**src/rtl/pipe_ctrl_pkg.sv**
```systemverilog
`default_nettype none
// ============================================================================
// Module      : pipe_ctrl_pkg
// Description : Control-bundle layout and write-back select encodings shared
//               by the pipeline control chain and its users.
// Revision    : 1.0 - initial release
// ============================================================================
package pipe_ctrl_pkg;

    typedef struct packed {
        logic       reg_wr;
        logic       wr_en;
        logic       rd_en;
        logic [1:0] wb_sel;
        logic       csr_rd;
        logic       csr_wr;
        logic       is_mret;
    } ctrl_bundle_t;

    localparam int CTRL_W = $bits(ctrl_bundle_t);

    localparam logic [1:0] WB_ALU = 2'd0;
    localparam logic [1:0] WB_MEM = 2'd1;
    localparam logic [1:0] WB_PC4 = 2'd2;
    localparam logic [1:0] WB_CSR = 2'd3;

endpackage
`default_nettype wire

```
**src/rtl/pipe_ctrl_reg.sv**
```systemverilog
`default_nettype none
// ============================================================================
// Module      : pipe_ctrl_reg
// Description : One control-bundle stage with valid bit, hold, flush and
//               bubble insertion.
// Revision    : 1.0 - initial release
// ============================================================================
module pipe_ctrl_reg #(
    parameter int CTRL_W         = pipe_ctrl_pkg::CTRL_W,
    parameter bit ZERO_ON_BUBBLE = 1'b1
) (
    input  logic              clk,
    input  logic              rst_n,
    input  logic              hold,
    input  logic              flush,
    input  logic              bubble,
    input  logic              d_valid,
    input  logic [CTRL_W-1:0] d_ctrl,
    output logic              q_valid,
    output logic [CTRL_W-1:0] q_ctrl
);

    logic              r_valid;
    logic [CTRL_W-1:0] r_ctrl;

    // Flush beats hold; a held stage only becomes a bubble when flushed.
    always_ff @(posedge clk or negedge rst_n) begin
        if (!rst_n) begin
            r_valid <= 1'b0;
            r_ctrl  <= '0;
        end else if (flush) begin
            r_valid <= 1'b0;
            if (ZERO_ON_BUBBLE) r_ctrl <= '0;
        end else if (hold) begin
            r_valid <= r_valid;
            r_ctrl  <= r_ctrl;
        end else if (bubble) begin
            r_valid <= 1'b0;
            if (ZERO_ON_BUBBLE) r_ctrl <= '0;
        end else begin
            r_valid <= d_valid;
            r_ctrl  <= (ZERO_ON_BUBBLE && !d_valid) ? '0 : d_ctrl;
        end
    end

    assign q_valid = r_valid;
    assign q_ctrl  = r_ctrl;

endmodule
`default_nettype wire

```
**src/rtl/pipe_ctrl_chain.sv**
```systemverilog
`default_nettype none
// ============================================================================
// Module      : pipe_ctrl_chain
// Description : N-stage control-bundle pipeline with upstream back-pressure,
//               per-stage flush and saturating bubble/flush counters.
// Revision    : 1.0 - initial release
// ============================================================================
module pipe_ctrl_chain #(
    parameter int CTRL_W         = pipe_ctrl_pkg::CTRL_W,
    parameter int NUM_STG        = 3,
    parameter bit ZERO_ON_BUBBLE = 1'b1,
    parameter int CNT_W          = 16
) (
    input  logic                      clk,
    input  logic                      rst_n,
    input  logic                      in_valid,
    input  logic [CTRL_W-1:0]         in_ctrl,
    output logic                      in_ready,
    input  logic [NUM_STG-1:0]        stall,
    input  logic [NUM_STG-1:0]        flush,
    output logic [NUM_STG-1:0]        stg_valid,
    output logic [NUM_STG*CTRL_W-1:0] stg_ctrl,
    output logic [NUM_STG*CTRL_W-1:0] stg_ctrl_g,
    output logic [CNT_W-1:0]          bubble_cnt,
    output logic [CNT_W-1:0]          flush_cnt,
    input  logic                      cnt_clr
);

    localparam logic [CNT_W-1:0] CNT_MAX = '1;
    localparam logic [CNT_W-1:0] CNT_ONE = CNT_W'(1);

    logic [NUM_STG-1:0]        w_hold;
    logic [NUM_STG-1:0]        w_valid;
    logic [NUM_STG*CTRL_W-1:0] w_ctrl;
    logic [CNT_W-1:0]          r_bubble_cnt;
    logic [CNT_W-1:0]          r_flush_cnt;

    // A stall freezes its own stage and everything upstream of it.
    always_comb begin
        w_hold                = '0;
        w_hold[NUM_STG-1]     = stall[NUM_STG-1];
        for (int k = NUM_STG - 2; k >= 0; k--) begin
            w_hold[k] = stall[k] | w_hold[k+1];
        end
    end

    assign in_ready = ~w_hold[0];

    generate
        for (genvar k = 0; k < NUM_STG; k++) begin : g_stg
            logic              w_d_valid;
            logic [CTRL_W-1:0] w_d_ctrl;
            logic              w_bubble;

            if (k == 0) begin : g_head
                assign w_d_valid = in_valid;
                assign w_d_ctrl  = in_ctrl;
                assign w_bubble  = 1'b0;
            end else begin : g_body
                // Upstream frozen while this stage moves on: a bubble enters.
                assign w_d_valid = w_valid[k-1];
                assign w_d_ctrl  = w_ctrl[(k-1)*CTRL_W +: CTRL_W];
                assign w_bubble  = w_hold[k-1];
            end

            pipe_ctrl_reg #(
                .CTRL_W         (CTRL_W),
                .ZERO_ON_BUBBLE (ZERO_ON_BUBBLE)
            ) u_reg (
                .clk     (clk),
                .rst_n   (rst_n),
                .hold    (w_hold[k]),
                .flush   (flush[k]),
                .bubble  (w_bubble),
                .d_valid (w_d_valid),
                .d_ctrl  (w_d_ctrl),
                .q_valid (w_valid[k]),
                .q_ctrl  (w_ctrl[k*CTRL_W +: CTRL_W])
            );

            assign stg_ctrl_g[k*CTRL_W +: CTRL_W] =
                w_ctrl[k*CTRL_W +: CTRL_W] & {CTRL_W{w_valid[k]}};
        end
    endgenerate

    always_ff @(posedge clk or negedge rst_n) begin
        if (!rst_n) begin
            r_bubble_cnt <= '0;
            r_flush_cnt  <= '0;
        end else if (cnt_clr) begin
            r_bubble_cnt <= '0;
            r_flush_cnt  <= '0;
        end else begin
            if (!w_valid[NUM_STG-1] && (r_bubble_cnt != CNT_MAX))
                r_bubble_cnt <= r_bubble_cnt + CNT_ONE;
            if ((|flush) && (r_flush_cnt != CNT_MAX))
                r_flush_cnt <= r_flush_cnt + CNT_ONE;
        end
    end

    assign stg_valid  = w_valid;
    assign stg_ctrl   = w_ctrl;
    assign bubble_cnt = r_bubble_cnt;
    assign flush_cnt  = r_flush_cnt;

endmodule
`default_nettype wire

```
**config.mk**
```make
export PLATFORM = sky130hd
export DESIGN_NAME = pipe_ctrl_chain
export DESIGN_NICKNAME = d
export VERILOG_FILES = /design/src/rtl/pipe_ctrl_pkg.sv /design/src/rtl/pipe_ctrl_reg.sv /design/src/rtl/pipe_ctrl_chain.sv
export SDC_FILE = /design/constraint.sdc
export NUM_CORES = 1
export LEC_CHECK = 0
export ABC_AREA = 1
export CAP_MARGIN = 20
export CORE_UTILIZATION = 48
export CTS_BUF_LIST = sky130_fd_sc_hd__clkbuf_16
export CTS_CLUSTER_SIZE = 16
export DETAILED_ROUTE_END_ITERATION = 16
export PLACE_DENSITY = 0.92
export SETUP_SLACK_MARGIN = 0.15
export SYNTH_ARGS = -nofsm -noshare
export SYNTH_HDL_FRONTEND = slang
export SYNTH_SLANG_ARGS = --single-unit
```
**constraint.sdc**
```tcl
create_clock -name clk -period 1.8 [get_ports clk]
set_input_delay 0.54 -clock clk [delete_from_list [all_inputs] [get_ports clk]]
set_output_delay 0.54 -clock clk [all_outputs]
set_load 0.02 [all_outputs]
```
==> results of run 1 <==
[sequential cells by signal, summed over array words and instances, names as in the netlist]
name                 cells
bubble_cnt              16
flush_cnt               16
g_stg.u_reg.q_ctrl      24
g_stg.u_reg.q_valid      3
[stage by stage]
| step | hold slack [ns] | TNS, ns | util (%) | cells |
|---|---|---|---|---|
| finish | 0.208 | 0 | 78.7 | 731 |
| floorplan | 0.244 | 0 | - | 481 |
| detailed placement | 0.544 | -3.59 | 69.1 | 694 |
| CTS | 0.224 | 0 | 76.8 | 727 |
| global placement | 0.533 | -2.43 | 69.1 | 694 |
| global route | 0.235 | -0.0307 | 78.7 | 731 |
[cells by family (layout without fill, tap and decap cells)]
kind of cell	Yosys count	in the layout
fa+ha+maj	2	2
buf+inv	102	255
simple gates	268	269
xor+xnor	12	12
compound gates	38	38
flops	59	59
[timing repair]
item,in CTS,in global routing
gates resized for setup,279,105
pin swaps,4,6
endpoints found under the hold margin,0,0
setup buffers,16,4
endpoints found under the setup margin,107,96
cloned,1,0
[cell usage in the layout (no fill, tap or decap), types with 20 or more instances in the layout]
cell           instances
o21ai_0               20
dfrtp_1               51
buf_6                 32
nand3_1               50
inv_1                 63
buf_4                 37
dlygate4sd2_1         21
nor2_1                31
nand2_1              127
inv_2                 25
[power by group]
part           internal, mW  total, mW  switching [mW]
sequential             1.34       1.37          0.0216
combinational         0.136      0.306           0.170
clock                  1.35       1.97           0.621
[worst max-delay path, delay by kind of cell]
kind,cells,cell delay (ns)
buf+inv,3,0.41
simple gates,2,0.30
[how the worst max path moves through the flow]
stage,from,to,slack (ns),cells after the start
floorplan,stall[2],in_ready,0.15,4
global route,stall[2],in_ready,-0.03,5
CTS,g_stg[0].u_reg.q_valid,stg_ctrl_g[5],0.02,5
detailed placement,stall[2],in_ready,-0.66,5
finish,stall[2],in_ready,0.008,5
global placement,stall[2],in_ready,-0.65,5
[synthesized netlist by cell type]
library cell	instances	area (µm²)
clkinv_1	1	3.75
o21ai_0	21	105
dfrtp_1	59	1480
nor2_1	39	146
ha_1	2	25.0
nand3_1	52	260
buf_6	1	11.3
nand3b_1	5	37.5
nand3_2	2	20.0
o21ai_2	1	8.76
buf_2	2	10.0
xnor2_1	2	17.5
buf_4	4	30.0
xor2_1	10	87.6
nor2_4	4	45.0
o22ai_1	16	100
nor3_2	1	10.0
nor2_2	3	18.8
inv_1	88	330
nand2_1	153	574
nand2_4	1	11.3
clkbuf_1	6	22.5
nand4_1	8	50.1
[final cells by class]
type | instances | area, µm² | share of cell area [%]
Multi-Input combinational cell | 321 | 1730 | 32.1
Timing Repair Buffer | 150 | 1370 | 25.4
Sequential cell | 59 | 1490 | 27.6
Clock inverter | 7 | 116 | 2.16
Clock buffer | 9 | 225 | 4.19
Tap cell | 96 | 120 | 2.23
Inverter | 89 | 334 | 6.21
[per-layer routing]
layer  up-vias  share of wire (%)  global-route usage, %
met3        38                7.6                   5.52
met4         0                3.0                   15.6
met2       226                 51                   54.4
met5         -                  0                      0
met1      1844                 38                   35.4
li1       1793                  -                      -
==> impl_metrics.env, run 1 <==
export IMPL_outcome="finished, final reports clean"
export IMPL_gp_congestion=0.905
export IMPL_synth_avg_cell_area_um2=7.07
export IMPL_fp_coreArea_um2=6830
export IMPL_root_buffer="clkbuf_16"
export IMPL_final_area_um2=5380
export IMPL_post_place_ws_ns=-0.662
export IMPL_fin_skew_ns=0.00360
export IMPL_crit_type="in2out"
export IMPL_powerDensity_nw_per_um2=677
export IMPL_synth_top_family_by_area="simple AND/OR/NAND/NOR gates"
export IMPL_rsz0062_at_grt="true"
export IMPL_ant_nets=0
export IMPL_fp_dieW_um=86.2
export IMPL_synth_cell_area_um2=3400
export IMPL_crit_fanout=2
export IMPL_grt_usage_pct=30.6
export IMPL_startpoint_type="input port"
export IMPL_place_hpwl_um=7030
export IMPL_final_setup_worst_slack_ns=0.00838
export IMPL_io_buffers=101
export IMPL_drv_slew=0
export IMPL_drtIter0Drc=337
export IMPL_maxCapViolations=0
export IMPL_finalCritPeriodShare_pct=99.5
export IMPL_synth_simple_area_share_pct=34.5
export IMPL_die_area_um2=7430
export IMPL_vias=3901
export IMPL_insertion_delay_ns=0.33
export IMPL_h_tree_depth=3
export IMPL_synth_seq_area_share_pct=43.4
export IMPL_areaGrowthSynthToFinish_pct=58.1
export IMPL_finalSetupViolCount=0
export IMPL_period_needed_ns=1.79
export IMPL_synth_warnings=0
export IMPL_route_detailed_drc=0
export IMPL_reg2reg_from="flush_cnt[0]"
export IMPL_hold_path_class="in2async"
export IMPL_hold_buffers=0
export IMPL_reg2reg_to="flush_cnt[2]"
export IMPL_grt_pass1_vias=3837
export IMPL_syn_instance_count=481
export IMPL_reg2reg_depth=9
export IMPL_wirelength_um=11200
export IMPL_fin_nets=650
export IMPL_ys_ff_latch=59
export IMPL_viasPerCell=5.34
export IMPL_tightest_slew_ns=0.340
export IMPL_muxShareOfSynthArea_pct=0
export IMPL_crit_slowest_cell="clkdlybuf4s15_1"
export IMPL_slew_headroom_pct=77.3
export IMPL_grt_pass1_wl_um=17500
export IMPL_start_util_pct=49.8
export IMPL_die_h_um=86.2
export IMPL_p_total_mw=3.64
export IMPL_synth_compound_area_share_pct=6.29
export IMPL_cp_end_kind="output port"
export IMPL_irDropWorstVdd_mv=0.615
export IMPL_rrSetupSlack_ns=0.24
export IMPL_cts_sinks=59
export IMPL_hold_violations=0
export IMPL_syn_nets=501
export IMPL_synth_fa_ha_area_share_pct=0.736
export IMPL_io_pins=102
export IMPL_insertedDiodeCount=0
export IMPL_numCtsBuffers=9
export IMPL_antenna_found_initial=0
export IMPL_wl_per_cell_um=15.3
export IMPL_drive_gt1_share_pct=32.1
export IMPL_grt_max_degree=60
export IMPL_first_pass_iters=6
export IMPL_path_clk_slew_ns=0.05
export IMPL_placementRows=30
export IMPL_p_leak_nw=3.01
export IMPL_worstPathCellList="clkdlybuf4s15_1, nor2_2, inv_2, nor2_4, buf_6"
export IMPL_cp_required_ns=1.26
export IMPL_placed_area_um2=4720
export IMPL_cts_tree="built"
export IMPL_nFillCells=446
export IMPL_overflow=0
export IMPL_synthXorXnorAreaFrac_pct=3.09
export IMPL_clock_path_buffers=2
export IMPL_post_synth_num_cell_types=23
export IMPL_critical_path_arrival_ns=1.25
export IMPL_critPathMaxStageDelay_ns=0.21
export IMPL_max_freq_mhz=558
(Power assumes the default switching activity.)
==> run 2, diff against run 1 <==
RECOVER_POWER = 25   (was default)
==> run 2 against run 1 <==
Compared with the run above: register-to-register slack hardly changed; clock power hardly changed; total power is 0.16% lower; first-iteration DRC count is 5.9% lower; sequential cell count stayed put; combinational power is 2% lower; utilization is 0.22 points lower; highest routed layer unchanged.
==> impl_metrics.env, run 2 (synthesis gave the netlist of run 1 again) <==
export IMPL_outcome="finished, final reports clean"
export IMPL_clock_path_buffers=2
export IMPL_path_clk_slew_ns=0.06
export IMPL_drv_slew=0
export IMPL_wl_per_cell_um=15.3
export IMPL_cts_tree="built"
export IMPL_areaGrowthSynthToFinish_pct=57.7
export IMPL_finalCritPeriodShare_pct=99.4
export IMPL_viasPerCell=5.31
export IMPL_grt_usage_pct=30.6
export IMPL_die_area_um2=7430
export IMPL_post_place_ws_ns=-0.662
export IMPL_critPathLaunch="stall[2]"
export IMPL_fin_cells=731
export IMPL_p_comb_share_pct=8.3
export IMPL_largest_reg_flops=24
export IMPL_cts_sinks=59
export IMPL_vias=3883
export IMPL_slew_headroom_pct=17.5
export IMPL_maxCapViolations=0
export IMPL_finalSetupViolCount=0
export IMPL_irDropWorstVdd_mv=0.616
export IMPL_gp_congestion=0.905
export IMPL_final_cell_mix="127 x nand2_1, 63 x inv_1, 51 x dfrtp_1, 50 x nand3_1, 37 x buf_4"
export IMPL_start_util_pct=49.8
export IMPL_io_pins=102
export IMPL_insertedDiodeCount=0
export IMPL_mostFrequentLayoutCell="nand2_1"
export IMPL_power_frac_clock_pct=54.1
export IMPL_p_sw_mw=0.811
export IMPL_overflow=0
export IMPL_grt_pass1_vias=3837
export IMPL_critPathMaxStageDelay_ns=0.21
export IMPL_cp_depth=5
export IMPL_hold_violations=0
export IMPL_nFillCells=447
export IMPL_reg2reg_depth=9
export IMPL_critPathBufInv=3
export IMPL_h_tree_depth=3
export IMPL_critical_path_arrival_ns=1.25
export IMPL_multi_input_area_um2=1730
export IMPL_p_leak_nw=3.01
export IMPL_fp_coreArea_um2=6830
export IMPL_crit_fanout=2
export IMPL_first_pass_iters=6
export IMPL_rsz0062_at_grt="true"
export IMPL_final_setup_worst_slack_ns=0.0115
export IMPL_path_delay_family="buffers and inverters"
export IMPL_antenna_found_initial=0
export IMPL_hold_buffers=0
export IMPL_wirelength_um=11200
export IMPL_drive_gt1_share_pct=32.1
export IMPL_place_hpwl_um=7030
export IMPL_io_buffers=101
export IMPL_numCtsBuffers=9
export IMPL_worstPathCellList="clkdlybuf4s15_1, nor2_2, inv_2, nor2_4, buf_6"
export IMPL_die_h_um=86.2
export IMPL_reg2reg_to="flush_cnt[6]"
export IMPL_cp_end_kind="output port"
export IMPL_cp_required_ns=1.26
export IMPL_hold_path_class="in2async"
export IMPL_max_freq_mhz=559
export IMPL_placementRows=30
export IMPL_crit_type="in2out"
export IMPL_rrSetupSlack_ns=0.24
export IMPL_crit_slowest_cell="clkdlybuf4s15_1"
export IMPL_route_detailed_drc=0
export IMPL_dp_cells=694
export IMPL_ant_nets=0
export IMPL_final_seq_area_um2=1490
export IMPL_root_buffer="clkbuf_16"
export IMPL_endpoint="in_ready"
export IMPL_switching_share_pct=22.3
export IMPL_grt_max_degree=60
export IMPL_tightest_slew_ns=1.24
export IMPL_startpoint_type="input port"
export IMPL_fp_dieW_um=86.2
export IMPL_fin_hold_ws_ns=0.567
export IMPL_drtIter0Drc=317
export IMPL_internal_power_mw=2.82
export IMPL_insertion_delay_ns=0.33
export IMPL_reg2reg_from="flush_cnt[0]"
export IMPL_powerDensity_nw_per_um2=678
export IMPL_period_needed_ns=1.79
export IMPL_grt_pass1_wl_um=17500
export IMPL_fin_skew_ns=0.00405
export IMPL_fin_nets=650
export IMPL_p_seq_share_pct=37.6
-- run 2: cell count changes in the layout (fill, tap and decap cells not counted) --
cell,change
buf_12,-1
buf_2,+1
-- run 2: worst min-delay path by stage --
stage,from,to,slack [ns],depth (start not counted)
global placement,g_stg[2].u_reg.q_ctrl[7],g_stg[2].u_reg.q_ctrl[7],0.53,2
finish,rst_n,bubble_cnt[5],0.57,2
CTS,rst_n,bubble_cnt[14],0.22,2
detailed placement,g_stg[2].u_reg.q_ctrl[7],g_stg[2].u_reg.q_ctrl[7],0.54,2
global route,flush_cnt[8],flush_cnt[8],0.60,2
floorplan,rst_n,bubble_cnt[0],0.24,0
-- run 2: layer usage --
metal / routed length [µm] / track usage, %
met5: 0 / 0
met4: 371 / 15.6
met2: 5720 / 54.4
met1: 4220 / 35.4
met3: 865 / 5.52
-- run 2: timing repair --
action | in CTS | in global routing
endpoints found under the hold margin | 0 | 0
gates resized for setup | 279 | 105
pin swaps | 4 | 6
setup endpoints to repair | 107 | 96
cloned | 1 | 0
buffers inserted | 16 | 4
-- run 2: worst reg2reg max path, delay by kind of cell (launching register included) --
family        cells  cell delay [ns]
simple gates      8             0.87
flops             1             0.44
fa+ha+maj         1             0.17
-- run 2: final cells by class --
type	instances	share of cell area [%]
Clock buffer	9	4.20
Clock inverter	7	2.17
Inverter	89	6.23
Multi-Input combinational cell	321	32.2
Sequential cell	59	27.7
Tap cell	96	2.24
Timing Repair Buffer	150	25.2
-- run 2: stage by stage --
stage               total power, mW  utilization (%)  area, µm²  setup TNS (ns)
finish                         3.64             78.5       5360               0
CTS                            3.63             76.8       5250               0
detailed placement             1.65             69.1       4720           -3.59
global placement               1.64             69.1       4720           -2.43
global route                   3.75             78.5       5360         -0.0307
floorplan                      1.49                -       3420               0
-- run 2: power groups by stage --
stage / sequential, mW / combinational, mW / clock, mW
after floorplan: 1.41 / 0.0842 / 0
after global placement: 1.39 / 0.258 / 0
after detailed placement: 1.39 / 0.264 / 0
after CTS: 1.36 / 0.276 / 1.99
after global routing: 1.37 / 0.325 / 2.05
final: 1.37 / 0.301 / 1.97
